--- config.mk ---
export PLATFORM = sky130hd
export DESIGN_NAME = jtag_data_register
export DESIGN_NICKNAME = d
export VERILOG_FILES = /design/src/rtl/jtag_data_register.sv
export SDC_FILE = /design/constraint.sdc
export NUM_CORES = 1
export LEC_CHECK = 0
export BUFFER_PORTS_ARGS = -buffer_cell sky130_fd_sc_hd__buf_2
export CAP_MARGIN = 10
export CORE_MARGIN = 3
export CORE_UTILIZATION = 30
export CTS_CLUSTER_DIAMETER = 40
export DETAILED_ROUTE_END_ITERATION = 16
export SLEW_MARGIN = 20
export SYNTH_ARGS = -nofsm -noshare
export SYNTH_HDL_FRONTEND = slang
export SYNTH_SLANG_ARGS = --single-unit
--- constraint.sdc ---
create_clock -name TCK -period 1.4 [get_ports TCK]
set_input_delay 0.28 -clock TCK [delete_from_list [all_inputs] [get_ports TCK]]
set_output_delay 0.28 -clock TCK [all_outputs]
set_load 0.01 [all_outputs]
--- src/rtl/jtag_data_register.sv ---
// Generic JTAG test data register with a shadow update register.
// It has configurable width, IR select code and capture source, and checks the shift length.
module jtag_data_register #(
    parameter int unsigned                WIDTH         = 32,
    parameter int unsigned                IR_WIDTH      = 4,
    parameter logic [IR_WIDTH-1:0]        IR_CODE       = IR_WIDTH'(4'b0010),
    parameter bit                         CAPTURE_MODE  = 1'b1,
    parameter logic [WIDTH-1:0]           CAPTURE_CONST = '0,
    parameter logic [WIDTH-1:0]           UPDATE_RESET  = '0,
    parameter bit                         STRICT_LEN    = 1'b1,
    localparam int unsigned               CNT_W         = $clog2(WIDTH + 2)
) (
    input  logic                TCK,
    input  logic                TRST,
    input  logic                TDI,
    input  logic [3:0]          tap_state,
    input  logic [IR_WIDTH-1:0] IR,
    input  logic [WIDTH-1:0]    capture_data,
    output logic                dr_selected,
    output logic                dr_tdo,
    output logic [WIDTH-1:0]    update_data,
    output logic                update_valid,
    output logic                length_err,
    output logic [CNT_W-1:0]    shift_count
);

    typedef enum logic [3:0] {
        TLR        = 4'b1111,
        CAPTURE_DR = 4'b0110,
        SHIFT_DR   = 4'b0010,
        UPDATE_DR  = 4'b0101
    } tap_state_e;

    localparam logic [CNT_W-1:0] CNT_FULL = CNT_W'(WIDTH);
    localparam logic [CNT_W-1:0] CNT_MAX  = CNT_W'(WIDTH + 1);

    logic [WIDTH-1:0] shift_reg;
    logic [WIDTH-1:0] shift_reg_next;
    logic [WIDTH-1:0] shifted;
    logic [WIDTH-1:0] update_data_next;
    logic [CNT_W-1:0] shift_count_next;
    logic             update_valid_next;
    logic             length_err_next;
    logic             len_ok;

    assign dr_selected = (IR == IR_CODE);
    assign dr_tdo      = shift_reg[0];
    assign len_ok      = (shift_count == CNT_FULL);

    // TDI enters at the MSB and the LSB leaves first.
    if (WIDTH == 1) begin : g_shift_one
        assign shifted = TDI;
    end else begin : g_shift_many
        assign shifted = {TDI, shift_reg[WIDTH-1:1]};
    end

    // Next-state logic for the shift, count and update registers.
    always_comb begin
        shift_reg_next    = shift_reg;
        shift_count_next  = shift_count;
        update_data_next  = update_data;
        update_valid_next = 1'b0;
        length_err_next   = length_err;
        if (tap_state == TLR) begin
            update_data_next = UPDATE_RESET;
            length_err_next  = 1'b0;
            shift_count_next = '0;
        end else if (dr_selected) begin
            case (tap_state)
                CAPTURE_DR: begin
                    shift_reg_next   = CAPTURE_MODE ? capture_data : CAPTURE_CONST;
                    shift_count_next = '0;
                    length_err_next  = 1'b0;
                end
                SHIFT_DR: begin
                    shift_reg_next = shifted;
                    if (shift_count != CNT_MAX) begin
                        shift_count_next = shift_count + CNT_W'(1);
                    end
                end
                UPDATE_DR: begin
                    if (len_ok || !STRICT_LEN) begin
                        update_data_next  = shift_reg;
                        update_valid_next = 1'b1;
                    end
                    length_err_next = !len_ok;
                end
                default: ;
            endcase
        end
    end

    // State registers, with the test reset taking priority.
    always_ff @(posedge TCK) begin
        if (TRST) begin
            shift_reg    <= '0;
            shift_count  <= '0;
            update_data  <= UPDATE_RESET;
            update_valid <= 1'b0;
            length_err   <= 1'b0;
        end else begin
            shift_reg    <= shift_reg_next;
            shift_count  <= shift_count_next;
            update_data  <= update_data_next;
            update_valid <= update_valid_next;
            length_err   <= length_err_next;
        end
    end

endmodule

==> results.rst <==
.. list-table::
   :header-rows: 1

   * - Metric
     - Value
   * - Status
     - finished, violations left
   * - Failing checks
     - setup timing
   * - Clock latency at the later pin of the worst-skew pair
     - 0.35 ns
   * - Via count
     - 2713
   * - Final Hold Viols
     - 0
   * - Synth cell types
     - 38
   * - Filler Cell Count
     - 1043
   * - Worst relative slew slack
     - 0.6535
   * - Clock sink total
     - 72
   * - Highest Clock Rate
     - 0.6726 GHz
   * - Setup repair after global routing missed its margin
     - true
   * - Async SR Flop Fraction
     - 0
   * - Number of top-level pins
     - 85
   * - Syn nets
     - 385
   * - Cell count after synthesis
     - 339
   * - Total power after layout
     - 4.191 mW
   * - Count of warnings emitted by yosys
     - 0
   * - Count of flip-flops with a built-in enable after synthesis
     - 0
   * - Total leakage power
     - 2.085 nW
   * - CTS Root Cell
     - sky130_fd_sc_hd__clkbuf_8
   * - DP Wirelength
     - 5862 um
   * - Ratio of final minimum period to clock period
     - 1.062
   * - Clock transition at path regs
     - 0.08 ns
   * - Proportion of power drawn by the clock network
     - 0.440
   * - Largest net degree at the start of global routing
     - 33
   * - Primary flip-flop cell chosen by synthesis mapping
     - sky130_fd_sc_hd__dfxtp_1
   * - Layout cells sized above 1
     - 0.5809
   * - Number of remaining DRC errors
     - 0
   * - Arrival time of the worst setup path
     - 1.77 ns
   * - Clock skew after layout
     - 0.008413 ns
   * - Critical Setup Path Class
     - flip-flop to flip-flop
   * - Proportion of power drawn by flip-flops and latches
     - 0.491
   * - Overall overflow remaining after global route
     - 0
   * - Effective utilization at floorplan
     - 0.3155
   * - Power per unit of standard cell area
     - 889.5 mW/mm^2
   * - Sequential-to-total area share from yosys stat
     - 0.4310
   * - Routed wirelength normalized by instance count
     - 14.83 um
   * - Overall fraction of global-route tracks in use
     - 0.1445
   * - Register area
     - 0.001451 mm^2
   * - Number of design-rule violations left by the first detailed-router iteration
     - 103
   * - Most common cell in the synthesized netlist
     - sky130_fd_sc_hd__dfxtp_1
   * - Fin worst setup slack
     - -0.08670 ns
   * - Data required time at the worst endpoint
     - 1.68 ns
   * - Dpl ws
     - -0.2027 ns
   * - Fraction of power spent switching nets
     - 0.2299
   * - Remaining antenna violation count after routing
     - 0
   * - Max capacitance violation total
     - 0
   * - Number of endpoints failing setup at the final stage
     - 35
   * - Maximum fanout along the worst path
     - 7
   * - Area share of the largest cell type after synthesis
     - 0.4310
   * - Number of antenna repair diodes
     - 0
   * - Multi-input gate area in the final layout
     - 0.001958 mm^2
   * - CP max stage cell
     - sky130_fd_sc_hd__dfxtp_4
   * - Antenna violations before repair
     - 0
   * - Clock tree from TritonCTS
     - yes
   * - DRT Wirelength
     - 8703 um
   * - Global placer's final weighted congestion
     - 0.7685
   * - Nature of the critical path startpoint
     - flip-flop
   * - Minimum clock period after layout
     - 1.487 ns
   * - Global-route wire length before repair
     - 14460 um
   * - Relative contribution of combinational cells to total power
     - 0.069
   * - Maximum clock insertion buffer count
     - 2
   * - Min-Delay Path Class
     - primary input to flip-flop
   * - Layout-stage area growth over the synthesis result
     - 40.89%
   * - Number of instances in the placed design
     - 560
   * - Vertical die dimension
     - 111.6 um
   * - PortBufs
     - 84
   * - CTS hold repair buffers
     - 0
   * - Internal power consumption
     - 3.228 mW
   * - Switching power
     - 963.5 uW
   * - Top post-synthesis cells by area
     - sky130_fd_sc_hd__dfxtp_1, sky130_fd_sc_hd__a211oi_2, sky130_fd_sc_hd__mux2i_1
   * - Synthesized area divided by synthesized cell count
     - 9.866 um^2
   * - Biggest cell delay along the critical path
     - 0.37 ns
   * - Layout Nets
     - 492
   * - List of most frequent post-synthesis cells
     - sky130_fd_sc_hd__dfxtp_1, sky130_fd_sc_hd__nand2_1, sky130_fd_sc_hd__nor2_1
   * - Ordered list of cells on the worst path
     - inv_4, ha_4, nor2b_4, buf_4, nand4_1, buf_6, clkbuf_16, nand2_1, a21oi_2
   * - Area enclosed by the die boundary
     - 0.01245 mm^2
   * - First-pass iteration count of the detailed router
     - 4
   * - Kind of end point of the critical path
     - flip-flop
   * - Core region area
     - 0.01060 mm^2
   * - H-tree depth
     - 3
   * - Post-synth design cell area
     - 0.003344 mm^2
   * - Number of flip-flops and latches in the synthesized netlist
     - 72
   * - TritonCTS buffer count
     - 9
   * - Vias in the first global route
     - 2895
   * - Finished Layout Cells
     - 587
   * - Placement row count
     - 37
   * - IR drop worst, VDD
     - 0.0006330 V
   * - Ratio of routed vias to standard cells
     - 4.622
   * - Die boundary width
     - 111.6 um
   * - Post-synth top area cell
     - sky130_fd_sc_hd__dfxtp_1
   * - Slew @ Worst Pin
     - 0.5197 ns
   * - Max-slew violations
     - 0
[placed cells by master, fill, tap and decap left out, drive strengths merged, types with 3 or more instances in the layout]
| cell | instances |
|---|---|
| nand3 | 4 |
| buf | 122 |
| a211oi | 32 |
| mux2i | 33 |
| clkbuf | 12 |
| dfxtp | 72 |
| a21oi | 34 |
| ha | 3 |
| nand2 | 66 |
| nor2 | 38 |
| inv | 4 |
| xor2 | 3 |
[per-stage QoR]
step           utilization  setup TNS [ns]  hold slack [ns]  instance area, um^2
6_report            0.4445          -1.514           0.2724                 4712
3_3_place_gp        0.3844          -7.765           0.4401                 4075
4_1_cts             0.4367          -1.539           0.2493                 4629
3_5_place_dp        0.3844          -10.48           0.4449                 4075
5_1_grt             0.4445          -4.220           0.2599                 4712
2_1_floorplan            -        -0.02359           0.4275                 3423
[power by group through the flow]
stage          Clock, mW  Combinational [mW]  Sequential [mW]
3_3_place_gp           0               0.280             2.10
2_1_floorplan          0               0.165             2.10
5_1_grt             2.01               0.316             2.06
3_5_place_dp           0               0.283             2.10
6_report            1.85               0.288             2.06
4_1_cts             1.92               0.287             2.06
[what timing repair did]
| item | in CTS | in global routing |
|---|---|---|
| buffers inserted | 5 | 2 |
| gates resized for setup | 61 | 15 |
| hold endpoints to repair | 0 | 0 |
| cloned | 4 | 1 |
| endpoints found under the setup margin | 34 | 37 |
| pin swaps | 44 | 7 |
[final cells by class]
class,instances,area share
clock buffer,11,0.03001
multi-input combinational,237,0.4156
timing repair buffer,123,0.1901
tap,136,0.03611
inverter,3,0.003452
sequential,72,0.3080
clock inverter,5,0.01673
[critical path: cells and delay by family, from the launching register on]
| family | cells | cell delay [ns] |
|---|---|---|
| adder cells (fa/ha/maj) | 1 | 0.15 |
| AND/OR/NAND/NOR | 3 | 0.28 |
| AO/OA/AOI/OAI | 1 | 0.13 |
| buffers and inverters | 4 | 0.49 |
| flip-flops | 1 | 0.37 |
[logic make-up (layout without fill, tap and decap cells)]
group,Yosys count,after routing,synth area share
fa+ha+maj,3,3,0.01122
mux,33,33,0.09877
compound gates,70,70,0.2095
xor+xnor,4,4,0.01048
simple gates,127,127,0.1751
flops,72,72,0.4310
buf+inv,30,142,0.06397
[worst paths after layout]
path / start / to / slack (ns) / depth (start not counted)
worst min register to register: update_data[29]$_SDFFE_PP0P_ / update_data[29]$_SDFFE_PP0P_ / 0.45 / 2
worst min-delay path: capture_data[1] / shift_reg[1]$_SDFFE_PP0P_ / 0.27 / 3
worst max-delay path: shift_count[0]$_SDFFE_PP0P_ / update_data[5]$_SDFFE_PP0P_ / -0.09 / 9
worst max register to register: shift_count[0]$_SDFFE_PP0P_ / update_data[5]$_SDFFE_PP0P_ / -0.09 / 9
[per-layer routing]
| layer | global-route usage | share of wire |
|---|---|---|
| met5 | 0 | 0 |
| met4 | 0.04380 | 0.012 |
| met3 | 0.04511 | 0.049 |
| met2 | 0.2328 | 0.47 |
| met1 | 0.1858 | 0.47 |
(Power assumes the default switching activity.)
